===== config.mk =====
export PLATFORM = sky130hd
export DESIGN_NAME = axi_chan_fifo_bank
export DESIGN_NICKNAME = d
export VERILOG_FILES = /design/src/rtl/axi_chan_fifo_bank.sv
export SDC_FILE = /design/constraint.sdc
export NUM_CORES = 1
export LEC_CHECK = 0
export ABC_CLOCK_PERIOD_IN_PS = 2160
export BUFFER_PORTS_ARGS = -buffer_cell sky130_fd_sc_hd__buf_2
export CORE_ASPECT_RATIO = 0.6
export CORE_UTILIZATION = 40
export CTS_CLUSTER_SIZE = 14
export DETAILED_ROUTE_END_ITERATION = 12
export PLACE_DENSITY_LB_ADDON = 0.1
export RECOVER_POWER = 25
export REMOVE_ABC_BUFFERS = 1
export SYNTH_ARGS = -nofsm -noshare
export SYNTH_HDL_FRONTEND = slang
export SYNTH_SLANG_ARGS = --single-unit

===== constraint.sdc =====
create_clock -name clk_i -period 2.16 [get_ports clk_i]
set_clock_uncertainty 0.1 [all_clocks]
set_input_delay 0.432 -clock clk_i [delete_from_list [all_inputs] [get_ports clk_i]]
set_output_delay 0.432 -clock clk_i [all_outputs]
set_load 0.01 [all_outputs]

===== src/rtl/axi_chan_fifo_bank.sv =====
// Bank of independent single-clock valid/ready FIFOs, one per AXI channel.
// Payloads, occupancies and flags are packed per channel into flat vectors.
module axi_chan_fifo_bank #(
    parameter int unsigned NUM_CH       = 5,
    parameter int unsigned DATA_W       = 64,
    parameter int unsigned LOG_DEPTH    = 1,
    parameter int unsigned FALL_THROUGH = 0,
    parameter int unsigned AFULL_TH     = 1
) (
    input  logic                            clk_i,
    input  logic                            rst_ni,
    input  logic                            flush_i,
    input  logic [NUM_CH-1:0]               slv_valid_i,
    output logic [NUM_CH-1:0]               slv_ready_o,
    input  logic [NUM_CH*DATA_W-1:0]        slv_data_i,
    output logic [NUM_CH-1:0]               mst_valid_o,
    input  logic [NUM_CH-1:0]               mst_ready_i,
    output logic [NUM_CH*DATA_W-1:0]        mst_data_o,
    output logic [NUM_CH*(LOG_DEPTH+1)-1:0] usage_o,
    output logic [NUM_CH-1:0]               afull_o
);

    localparam int DEPTH = 1 << LOG_DEPTH;
    localparam int UW    = int'(LOG_DEPTH) + 1;
    localparam int PTR_W = (LOG_DEPTH > 0) ? int'(LOG_DEPTH) : 1;

    // Pointers wrap at DEPTH; for a single-entry buffer they stay at zero.
    function automatic logic [PTR_W-1:0] ptr_inc(input logic [PTR_W-1:0] p);
        return (p == PTR_W'(DEPTH - 1)) ? '0 : p + 1'b1;
    endfunction

    for (genvar gi = 0; gi < int'(NUM_CH); gi++) begin : g_ch
        logic [UW-1:0]     usage_q, usage_d;
        logic [PTR_W-1:0]  wptr_q, wptr_d;
        logic [PTR_W-1:0]  rptr_q, rptr_d;
        logic              ready_q, ready_d;
        logic [DATA_W-1:0] mem_q [DEPTH];

        logic [DATA_W-1:0] slv_data;
        logic [DATA_W-1:0] head_data;
        logic              empty, full;
        logic              slv_rdy, byp_valid, bypass;
        logic              push, pop, write_en, pop_head;

        assign slv_data  = slv_data_i[gi*DATA_W +: DATA_W];
        assign head_data = mem_q[rptr_q];
        assign empty     = (usage_q == '0);
        assign full      = (usage_q == UW'(DEPTH));

        // ready_q is a pure register so slv_ready_o never depends on mst_ready_i.
        assign slv_rdy   = ready_q & ~flush_i;
        assign bypass    = (FALL_THROUGH != 0) && empty;
        assign byp_valid = slv_valid_i[gi] & slv_rdy;

        always_comb begin
            mst_valid_o[gi] = 1'b0;
            if (!flush_i) begin
                mst_valid_o[gi] = bypass ? byp_valid : !empty;
            end
        end

        assign mst_data_o[gi*DATA_W +: DATA_W] = (bypass && byp_valid) ? slv_data : head_data;
        assign slv_ready_o[gi]                 = slv_rdy;
        assign usage_o[gi*UW +: UW]            = usage_q;
        assign afull_o[gi]                     = (usage_q >= UW'(AFULL_TH));

        assign push     = slv_valid_i[gi] & slv_rdy;
        assign pop      = mst_valid_o[gi] & mst_ready_i[gi];
        // A bypassed beat consumed in the same cycle never touches storage.
        assign write_en = push && !(bypass && pop);
        assign pop_head = pop && !empty;

        always_comb begin
            usage_d = usage_q;
            wptr_d  = wptr_q;
            rptr_d  = rptr_q;
            if (flush_i) begin
                usage_d = '0;
                wptr_d  = '0;
                rptr_d  = '0;
            end else begin
                usage_d = usage_q + UW'(write_en) - UW'(pop_head);
                if (write_en) begin
                    wptr_d = ptr_inc(wptr_q);
                end
                if (pop_head) begin
                    rptr_d = ptr_inc(rptr_q);
                end
            end
            ready_d = (usage_d != UW'(DEPTH));
        end

        always_ff @(posedge clk_i or negedge rst_ni) begin
            if (!rst_ni) begin
                usage_q <= '0;
                wptr_q  <= '0;
                rptr_q  <= '0;
                ready_q <= 1'b0;
            end else begin
                usage_q <= usage_d;
                wptr_q  <= wptr_d;
                rptr_q  <= rptr_d;
                ready_q <= ready_d;
            end
        end

        always_ff @(posedge clk_i or negedge rst_ni) begin
            if (!rst_ni) begin
                for (int i = 0; i < DEPTH; i++) begin
                    mem_q[i] <= '0;
                end
            end else if (write_en) begin
                mem_q[wptr_q] <= slv_data;
            end
        end

        a_no_push_full : assert property (@(posedge clk_i) disable iff (!rst_ni)
            push |-> !full);
        a_no_pop_empty : assert property (@(posedge clk_i) disable iff (!rst_ni)
            (pop && empty) |-> (FALL_THROUGH != 0));
        a_data_stable  : assert property (@(posedge clk_i) disable iff (!rst_ni)
            (mst_valid_o[gi] && !mst_ready_i[gi] && !empty && !flush_i)
            |=> (flush_i || (mst_valid_o[gi] && $stable(mst_data_o[gi*DATA_W +: DATA_W]))));
    end

endmodule


==> metrics.md <==
| Metric | Value |
|---|---|
| Seq cells post-synth | 665 |
| Arr. time, crit path | 1.89 ns |
| Flop2flop setup slack | 0.16 ns |
| Pwr Density | 1132 nW/um^2 |
| DR DRC count | 0 |
| Yosys top cell by area | dfrtp_1 |
| Dpl cells | 3487 |
| Initial antenna violation count | 7 |
| Nets | 3304 |
| Core area | 72360 sq um |
| Hold Path Depth | 3 |
| Sequential fraction of design power | 38.8% |
| Fin cells | 3983 |
| Post-synth EDFFs | 0 |
| Outcome | complete, but fails checks |
| Clk slew on worst S/H paths | 0.06 ns |
| TritonRoute pass-1 iters | 4 |
| Total CTS buffers | 67 |
| Final number of hold-violating endpoints | 0 |
| Top Ports | 678 |
| Sum Neg Setup Slack | -60.40 ns |
| Fin crit period | 2.427 ns |
| Starting density of the core | 40.74% |
| Share of cells above drive strength 1 | 63.33% |
| Synth top area share | 56.44% |
| Via density | 4.886 |
| Max-Cap Viols | 0 |
| Fin area | 42990 sq um |
| First-pass GRT wire length | 125.4 mm |
| Clock power frac | 22.6% |
| Most Frequent Cell on Critical Path | buf_12 |
| Slew margin rel. | 9.419% |
| Vias | 19460 |
| Failing checks | negative setup slack |
| Dpl cell area | 34460 sq um |
| Crit share post-route | 112.4% |
| Hold EP | g_ch[2].wptr_q |
| GRT Overall Usage | 21.52% |
| Total of warnings raised by yosys | 0 |
| Largest cells by area after synthesis | dfrtp_1, mux2_2, mux2_4 |
| CP max stage cell | dfrtp_2 |
| Reg-to-reg endpoint | g_ch[1].ready_q |
| Origin of the worst min-delay path | slv_valid_i[2] |
| Setup ws final | -0.2668 ns |
| Clock Latency Late Sink | 0.59 ns |
| FP Rows | 76 |
| Die area | 74830 sq um |
| Mapped Cells | 1850 |
| Cell Int Power | 34.68 mW |
| Synthesized area | 29480 sq um |
| H-Tree Depth | 3 |
| Sequential fraction of the synthesis area | 56.44% |
| CTS tree | yes |
| Chip Width | 352.5 microns |
| First DRT Iteration DRCs | 620 |
| R2R depth | 7 |
| DPL Wire Length | 55.30 mm |
| Top Family by Delay on Critical Path | buffers and inverters |
| Worst-Margin Slew | 1.359 ns |
| Max-slew violations | 0 |
| Combinational power share | 38.6% |
| Total grt overflow | 0 |
| Worst VDD drop | 665.2 uV |
| Die Ht | 212.3 microns |
| NetSw | 13.99 mW |
| Per-cell routed wire length | 20.71 microns |
| GP Congestion | 0.8043 |
| CP Max Fanout | 5 |
| Required time of the critical path | 1.63 ns |
| Critical Path Sink Type | output pin |
| Ys async rst share | 100.0% |
| Hold crit path type | primary input to register |
| Critical path buffers and inverters | 4 |
| Crit-path cells | buf_12 > buf_12 > buf_16 > mux2_4 > buf_6 |
| Routed Antenna Nets | 0 |
| Critical path class | register to output pin |
| Fmax | 412.1 MHz |
| Unique cell type count in the Yosys netlist | 25 |
| CTS Sinks | 665 |
| Synth Area per Inst | 15.94 sq um |
| Largest net degree at the start of global routing | 65 |
| Maximum clock insertion buffer count | 3 |
| PortBufs | 677 |
| Final setup viols | 320 |
| Number of global-route vias before repair | 21730 |
| Crit path largest cell delay | 0.45 ns |
| Most used DFF post-synth | dfrtp_1 |
| CP startpoint kind | register |
| RSZ-0062 raised after global routing | yes |
| Root buffer cell | clkbuf_16 |
| Leakage | 19.65 nW |
| RR Startpoint | g_ch[1].ready_q |
| Final WL | 82.51 mm |
| Pre-CTS WS | -0.08391 ns |
| Layout fillers | 5676 |
| Switching share of power | 28.75% |
| Layout area overhead | 45.80% |
-- layout make-up --
type / count / area (sq um) / share of cell area, %
flip-flops and latches: 665 / 16650 / 38.74
multi-input cells: 1060 / 12370 / 28.79
repair buffers: 1157 / 10680 / 24.85
clock buffers: 97 / 1932 / 4.494
well taps: 975 / 1220 / 2.838
clock inverters: 11 / 67.56 / 0.1572
inverters: 10 / 37.54 / 0.08732
diodes: 8 / 20.02 / 0.04657
-- cell usage in the layout (no fill, tap or decap), types with 12 or more instances in the layout --
| cell | Yosys | final |
|---|---|---|
| buf_16 | 0 | 15 |
| buf_12 | 6 | 56 |
| nor2_1 | 20 | 20 |
| mux2_2 | 905 | 767 |
| buf_4 | 29 | 47 |
| dlygate4sd3_1 | 0 | 324 |
| buf_6 | 37 | 279 |
| clkbuf_16 | 0 | 76 |
| clkbuf_1 | 10 | 22 |
| nor2b_1 | 12 | 12 |
| dfrtp_1 | 665 | 660 |
| buf_2 | 31 | 407 |
| mux2_4 | 60 | 198 |
-- worst max-delay path by stage --
stage,to,depth (start not counted),start
3_3_place_gp,g_ch[3].ready_q,9,flush_i
2_1_floorplan,g_ch[0].mem_q[0],2,flush_i
3_5_place_dp,g_ch[3].ready_q,9,flush_i
5_1_grt,mst_data_o[129],4,g_ch[2].rptr_q
4_1_cts,mst_data_o[267],4,g_ch[4].rptr_q
6_report,mst_data_o[164],5,g_ch[2].rptr_q
-- power groups by stage --
| stage | clock, mW | combinational, mW | sequential [mW] |
|---|---|---|---|
| finish | 11.0 | 18.8 | 18.9 |
| global route | 11.9 | 19.9 | 19.4 |
| CTS | 11.4 | 17.0 | 18.8 |
| detailed placement | 0 | 14.0 | 19.0 |
| global placement | 0 | 13.7 | 18.7 |
| floorplan | 0 | 8.74 | 18.5 |
-- synthesized netlist by cell type, types with 6 or more instances --
cell,number
clkbuf_1,10
buf_12,6
buf_2,31
buf_6,37
buf_4,29
ha_1,10
nor2_1,20
mux2_4,60
mux2_2,905
dfrtp_1,665
nor2b_1,12
inv_1,10
-- flip-flops by register name (all words and copies together), names as in the netlist --
register / flops
g_ch.mem_q: 640
g_ch.usage_q: 10
g_ch.ready_q: 5
g_ch.rptr_q: 5
g_ch.wptr_q: 5
-- cells by family after synthesis --
kind of cell | count (synthesis) | share of synthesized area [%]
mux | 965 | 37.62
flops | 665 | 56.44
buf+inv | 125 | 3.366
simple gates | 65 | 1.422
compound gates | 15 | 0.3395
fa+ha+maj | 10 | 0.4244
xor+xnor | 5 | 0.3820
-- timing repair --
item,4_1_cts,5_1_grt
hold buffers,324,0
buffers inserted,29,9
setup endpoints to repair,320,320
resized for setup,265,328
hold endpoints to repair,657,0
gates cloned,19,8
-- per-layer routing --
layer,up-vias,global-route usage (%),routed length (microns)
met5,-,0,13
met4,2,8.171,2720
met3,142,5.167,3992
met2,397,36.86,41720
met1,10040,26.38,34060
li1,8880,-,-
-- worst register-to-register path, cell delays in order, from the launching register on --
cell and delay [ns]:
dfrtp_1 0.46, nor2b_1 0.21, nand2_1 0.08, ha_1 0.30
inv_1 0.06, ha_1 0.14, xnor3_1 0.22, or3_1 0.31
-- per-stage QoR --
stage | power, mW | utilization [%] | hold slack (ns)
after global placement | 32.32 | 47.62 | 0.2755
after CTS | 47.12 | 57.51 | 0.008218
after floorplan | 27.27 | - | 0.03641
final | 48.67 | 59.40 | 0.06901
after global routing | 51.19 | 59.39 | 0.04449
after detailed placement | 32.97 | 47.62 | 0.2772
Note: power is estimated with default switching activity, not from simulation.
